===== config.mk =====
export PLATFORM = sky130hd
export DESIGN_NAME = preemption_timer
export DESIGN_NICKNAME = d
export VERILOG_FILES = /design/src/rtl/preemption_timer.sv
export SDC_FILE = /design/constraint.sdc
export NUM_CORES = 1
export LEC_CHECK = 0
export ABC_AREA = 0
export CAP_MARGIN = 20
export CORE_MARGIN = 2
export CORE_UTILIZATION = 52
export CTS_BUF_LIST = sky130_fd_sc_hd__clkbuf_2
export DETAILED_ROUTE_END_ITERATION = 10
export GPL_ROUTABILITY_DRIVEN = 1
export PLACE_DENSITY = 0.88
export SYNTH_ARGS = -nofsm -noshare
export SYNTH_HDL_FRONTEND = slang
export SYNTH_SLANG_ARGS = --single-unit

===== constraint.sdc =====
create_clock -name Clock -period 4.3 [get_ports Clock]
set_input_delay 0.86 -clock Clock [delete_from_list [all_inputs] [get_ports Clock]]
set_output_delay 0.86 -clock Clock [all_outputs]
set_load 0.02 [all_outputs]

===== src/rtl/preemption_timer.sv =====
// Time-slice controller: counts retired user instructions against an OS quantum
// and raises a one-cycle timer or halt request with a latched resume PC and cause.
module preemption_timer #(
    parameter int PC_WIDTH    = 11,
    parameter int Q_WIDTH     = 16,
    parameter int MIN_QUANTUM = 2
) (
    input  logic                Clock,
    input  logic                Reset,
    input  logic                set,
    input  logic [Q_WIDTH-1:0]  quantum,
    input  logic                count_en,
    input  logic                halt,
    input  logic                ack,
    input  logic [PC_WIDTH-1:0] next_pc,
    output logic                int_clk,
    output logic                int_halt,
    output logic [1:0]          cause,
    output logic [PC_WIDTH-1:0] saved_pc,
    output logic                armed,
    output logic [Q_WIDTH-1:0]  remaining
);

    localparam logic [1:0] IDLE     = 2'd0;
    localparam logic [1:0] COUNTING = 2'd1;
    localparam logic [1:0] PENDING  = 2'd2;

    localparam logic [1:0] CAUSE_NONE  = 2'd0;
    localparam logic [1:0] CAUSE_TIMER = 2'd1;
    localparam logic [1:0] CAUSE_HALT  = 2'd2;

    localparam logic [Q_WIDTH-1:0] ZERO = '0;
    localparam logic [Q_WIDTH-1:0] ONE  = {{(Q_WIDTH-1){1'b0}}, 1'b1};
    localparam logic [Q_WIDTH-1:0] MINQ = Q_WIDTH'(MIN_QUANTUM);

    logic [1:0]         state;
    logic [Q_WIDTH-1:0] lq;

    // Nonzero quanta below the minimum are clamped so a slice always runs
    always_comb begin
        lq = quantum;
        if (quantum == ZERO) begin
            lq = ZERO;
        end else if (quantum < MINQ) begin
            lq = MINQ;
        end
    end

    always_ff @(posedge Clock) begin
        if (Reset) begin
            state     <= IDLE;
            int_clk   <= 1'b0;
            int_halt  <= 1'b0;
            cause     <= CAUSE_NONE;
            saved_pc  <= '0;
            armed     <= 1'b0;
            remaining <= ZERO;
        end else begin
            int_clk  <= 1'b0;
            int_halt <= 1'b0;
            case (state)
                IDLE: begin
                    if (set && lq != ZERO) begin
                        state     <= COUNTING;
                        armed     <= 1'b1;
                        remaining <= lq;
                    end
                end
                COUNTING: begin
                    if (halt) begin
                        int_halt <= 1'b1;
                        cause    <= CAUSE_HALT;
                        saved_pc <= next_pc;
                        state    <= PENDING;
                        armed    <= 1'b0;
                    end else if (set) begin
                        remaining <= lq;
                        if (lq == ZERO) begin
                            state <= IDLE;
                            armed <= 1'b0;
                        end
                    end else if (count_en) begin
                        if (remaining == ONE) begin
                            int_clk   <= 1'b1;
                            cause     <= CAUSE_TIMER;
                            saved_pc  <= next_pc;
                            remaining <= ZERO;
                            state     <= PENDING;
                            armed     <= 1'b0;
                        end else if (remaining != ZERO) begin
                            remaining <= remaining - ONE;
                        end
                    end
                end
                PENDING: begin
                    // GETINT may carry a fresh SETCLOCK in the same cycle
                    if (ack) begin
                        cause <= CAUSE_NONE;
                        state <= IDLE;
                        if (set && lq != ZERO) begin
                            state     <= COUNTING;
                            armed     <= 1'b1;
                            remaining <= lq;
                        end
                    end
                end
                default: begin
                    state <= IDLE;
                    armed <= 1'b0;
                end
            endcase
        end
    end

endmodule


==> flow_summary_export.csv <==
group,metric,value,unit
power_and_ir_drop,p_sw,0.000296,W
cells_and_area,drive_above_1_share,5.96,%
power_and_ir_drop,max-vdd-ir-drop,166,uV
critical_path,worstReg2RegEnd,"saved_pc[2]$_SDFFE_PP0P_",
synthesis,synthesis.nets,279,
die,ios,65,
timing,finalSetupViolCount,0,
clock_network,clk_path_buf_depth,2,
timing,timing_worst_slew_pin_value,0.974,ns
power_and_ir_drop,power_frac_comb,36.3,%
critical_path,path_buf_inv,1,
detailed_routing,drtIter0Drc,191,
power_and_ir_drop,internal-power,0.000515,W
synthesis,synthCells,244,
global_route,grt.overflow.total,0,
placed_design,place_hpwl,4.08,mm
timing,fin_crit_sh,70.4,%
die,chipHeight,66.8,um
synthesis,async_flop_share,0,%
timing,fmax,0.330,GHz
min_path,hold_path_class,"flip-flop to flip-flop",
timing,tns,0,ns
critical_path,cpPeakStageDelay,0.73,ns
timing,grt_setup_unrepaired,"false",
die,die_w,66.8,um
power_and_ir_drop,clkPwrFrac,18.6,%
critical_path,cpMaxStageDelayCell,"or3b_2",
timing,finalClockSkew,0.0249,ns
min_path,min_to,"saved_pc[2]$_SDFFE_PP0P_",
synthesis,syn_area,0.00205,sq mm
critical_path,crit_chain,"clkdlybuf4s50_1 > or3b_2 > nor2_1 > o21ai_0 > a311oi_1",
synthesis,synthDistinctLibCells,50,
clock_network,cts.hold.buffers_added,0,
cells_and_area,nets,336,
die,start_util,55.2,%
clock_network,insertion_delay,0.40,ns
synthesis,synth_edf_count,0,
timing,maxSlewViolCount,0,
synthesis,synthTopCellsByArea,"dfxtp_1 33%, nand2b_1 9.5%, mux2i_1 5.4%, nor3_1 3.9%, o32ai_1 3.8%",
die,core,0.00372,sq mm
power_and_ir_drop,p_per_area,297,mW/mm^2
cells_and_area,diodes,0,
die,dieArea,0.00446,sq mm
detailed_routing,avgViaCountPerCell,6.06,
clock_network,numClockSinks,34,
synthesis,synth_most_common_cell,"dfxtp_1",
job,maxCapViolCount,0,
synthesis,ys_ff_latch,34,
detailed_routing,firstDrtPassIters,5,
min_path,hp-start,"saved_pc[2]$_SDFFE_PP0P_",
global_route,global_route.usage.total,26.9,%
power_and_ir_drop,leakage,0.957,nW
critical_path,r2r_start,"remaining[10]$_SDFFE_PP0P_",
synthesis,synth_common_cells,"34 x dfxtp_1, 31 x nand2b_1, 16 x nor3_1",
clock_network,cts.root.buffer_cell,"clkbuf_2",
clock_network,path_clk_slew,0.18,ns
critical_path,critPathCaptureType,"flip-flop",
global_route,grt_pass1_vias,1950,
critical_path,path_max_fanout,27,
detailed_routing,drc,0,
clock_network,cts_resized,0,
timing,fin_crit,3.03,ns
placed_design,io_buffer_count,64,
timing,whs,0.482,ns
critical_path,r2r_slack,1.47,ns
die,placementRows,22,
critical_path,cp.arrival,3.35,ns
detailed_routing,num_vias,2121,
synthesis,seq_area_frac_synth,33.2,%
clock_network,cts_tree,"done",
clock_network,cts_setup_buffers,0,
detailed_routing,ant_nets,0,
power_and_ir_drop,seq_power_share,45.1,%
global_route,antenna_found_initial,0,
synthesis,synth_warnings,0,
critical_path,cpLargestDelayFamily,"simple AND/OR/NAND/NOR gates",
detailed_routing,wl,5.67,mm
critical_path,startpoint_type,"input port",
power_and_ir_drop,p_sw_share,36.5,%
cells_and_area,area_delta_synth_final,33.1,%
critical_path,critical_path_required,4.62,ns
clock_network,htreeDepth,2,
critical_path,timing_worst_setup_path_type,"input port to flip-flop",
clock_network,numCtsBuffers,5,
critical_path,reg2reg_depth,5,
synthesis,yosysTopAreaCellShare,33.2,%
global_route,grt_max_degree,37,
synthesis,syn_area_per_cell,8.40,sq um
placed_design,gp_congestion,0.899,
detailed_routing,routedWlPerCell,16.2,um
global_route,grt_first_pass_wirelength,9.12,mm
timing,hold_viol,0,
timing,maxSlewHeadroom,34.9,%
outcome,status,"finished, final reports clean",
synthesis,ys.flop_type,"dfxtp_1",
min_path,whs_path_depth,2,
synthesis,synth_top_area_cell,"dfxtp_1",
power_and_ir_drop,power,0.000812,W
## kinds of logic after synthesis
group,count (synthesis),share of synthesized area (%)
mux,11,5.37
flops,34,33.2
buf+inv,25,5.37
xor+xnor,2,0.854
simple gates,112,32.5
fa+ha+maj,2,1.22
compound gates,58,21.5
## state kept, by name (all words and copies together) (netlist names)
register,count
state,2
int_clk,1
remaining,16
cause,2
int_halt,1
armed,1
saved_pc,11
## through the flow
step / util (%) / area (sq um) / setup WS [ns] / instances
2_1_floorplan: - / 2050 / 1.97 / 244
3_3_place_gp: 72.4 / 2690 / 1.03 / 342
3_5_place_dp: 72.4 / 2690 / 0.928 / 342
4_1_cts: 73.4 / 2730 / 1.34 / 350
5_1_grt: 73.4 / 2730 / 1.14 / 350
6_report: 73.4 / 2730 / 1.27 / 350
## placed cells by master (no fill, tap or decap), types with 2 or more instances in the layout
cell type / netlist / final
a21oi_1: 11 / 11
a222oi_1: 2 / 2
a22oi_1: 4 / 4
a2bb2oi_1: 4 / 4
a311oi_1: 2 / 2
a31oi_1: 2 / 2
a32oi_1: 3 / 3
buf_4: 0 / 2
clkbuf_2: 0 / 6
clkdlybuf4s50_1: 0 / 64
dfxtp_1: 34 / 34
ha_1: 2 / 2
inv_1: 9 / 9
mux2i_1: 11 / 11
nand2_1: 8 / 8
nand2b_1: 31 / 31
nand3_1: 6 / 6
nand4_1: 4 / 4
nor2_1: 13 / 13
nor2b_1: 2 / 2
nor3_1: 16 / 16
nor3_2: 2 / 2
nor4_1: 9 / 9
o21a_1: 5 / 5
o21ai_0: 6 / 6
o31a_1: 2 / 2
o32ai_1: 9 / 9
or3_1: 5 / 5
or3b_2: 4 / 4
or4_1: 3 / 3
## final cells by class
cell class,count,area [sq um]
tap,48,60.1
clock buffer,6,30.0
sequential,34,681
multi-input combinational,185,1260
inverter,9,33.8
clock inverter,2,8.76
fill,292,987
timing repair buffer,66,656
## how the worst max path moves through the flow
stage,start,to,depth (start not counted)
detailed placement,set,remaining[15]$_SDFFE_PP0P_,5
global route,set,remaining[14]$_SDFFE_PP0P_,5
floorplan,set,remaining[14]$_SDFFE_PP0P_,6
finish,set,remaining[15]$_SDFFE_PP0P_,5
global placement,set,remaining[14]$_SDFFE_PP0P_,5
CTS,set,remaining[15]$_SDFFE_PP0P_,5
## layer usage
layer | routed length, um | global-route usage, % | part of all wire, %
met2 | 2690 | 45.5 | 48
met4 | 91 | 9.18 | 1.6
met3 | 441 | 6.76 | 7.8
met1 | 2440 | 33.0 | 43
met5 | 0 | 0 | 0
## worst register-to-register path, cell delays in order, from the launching register on
cell     delay, ns
dfxtp_1       0.42
or4_1         0.72
or3_4         0.46
nor3_2        0.29
o21a_1        0.59
mux2i_1       0.25
## power groups by stage
stage / combinational, W / sequential [W] / clock [W]
final: 0.000294 / 0.000366 / 0.000151
after global placement: 0.000285 / 0.000371 / 0
after CTS: 0.000292 / 0.000365 / 0.000152
after detailed placement: 0.000289 / 0.000372 / 0
after floorplan: 0.000159 / 0.000390 / 0
after global routing: 0.000319 / 0.000370 / 0.000166
No activity file was read; power rests on OpenSTA's default activity.
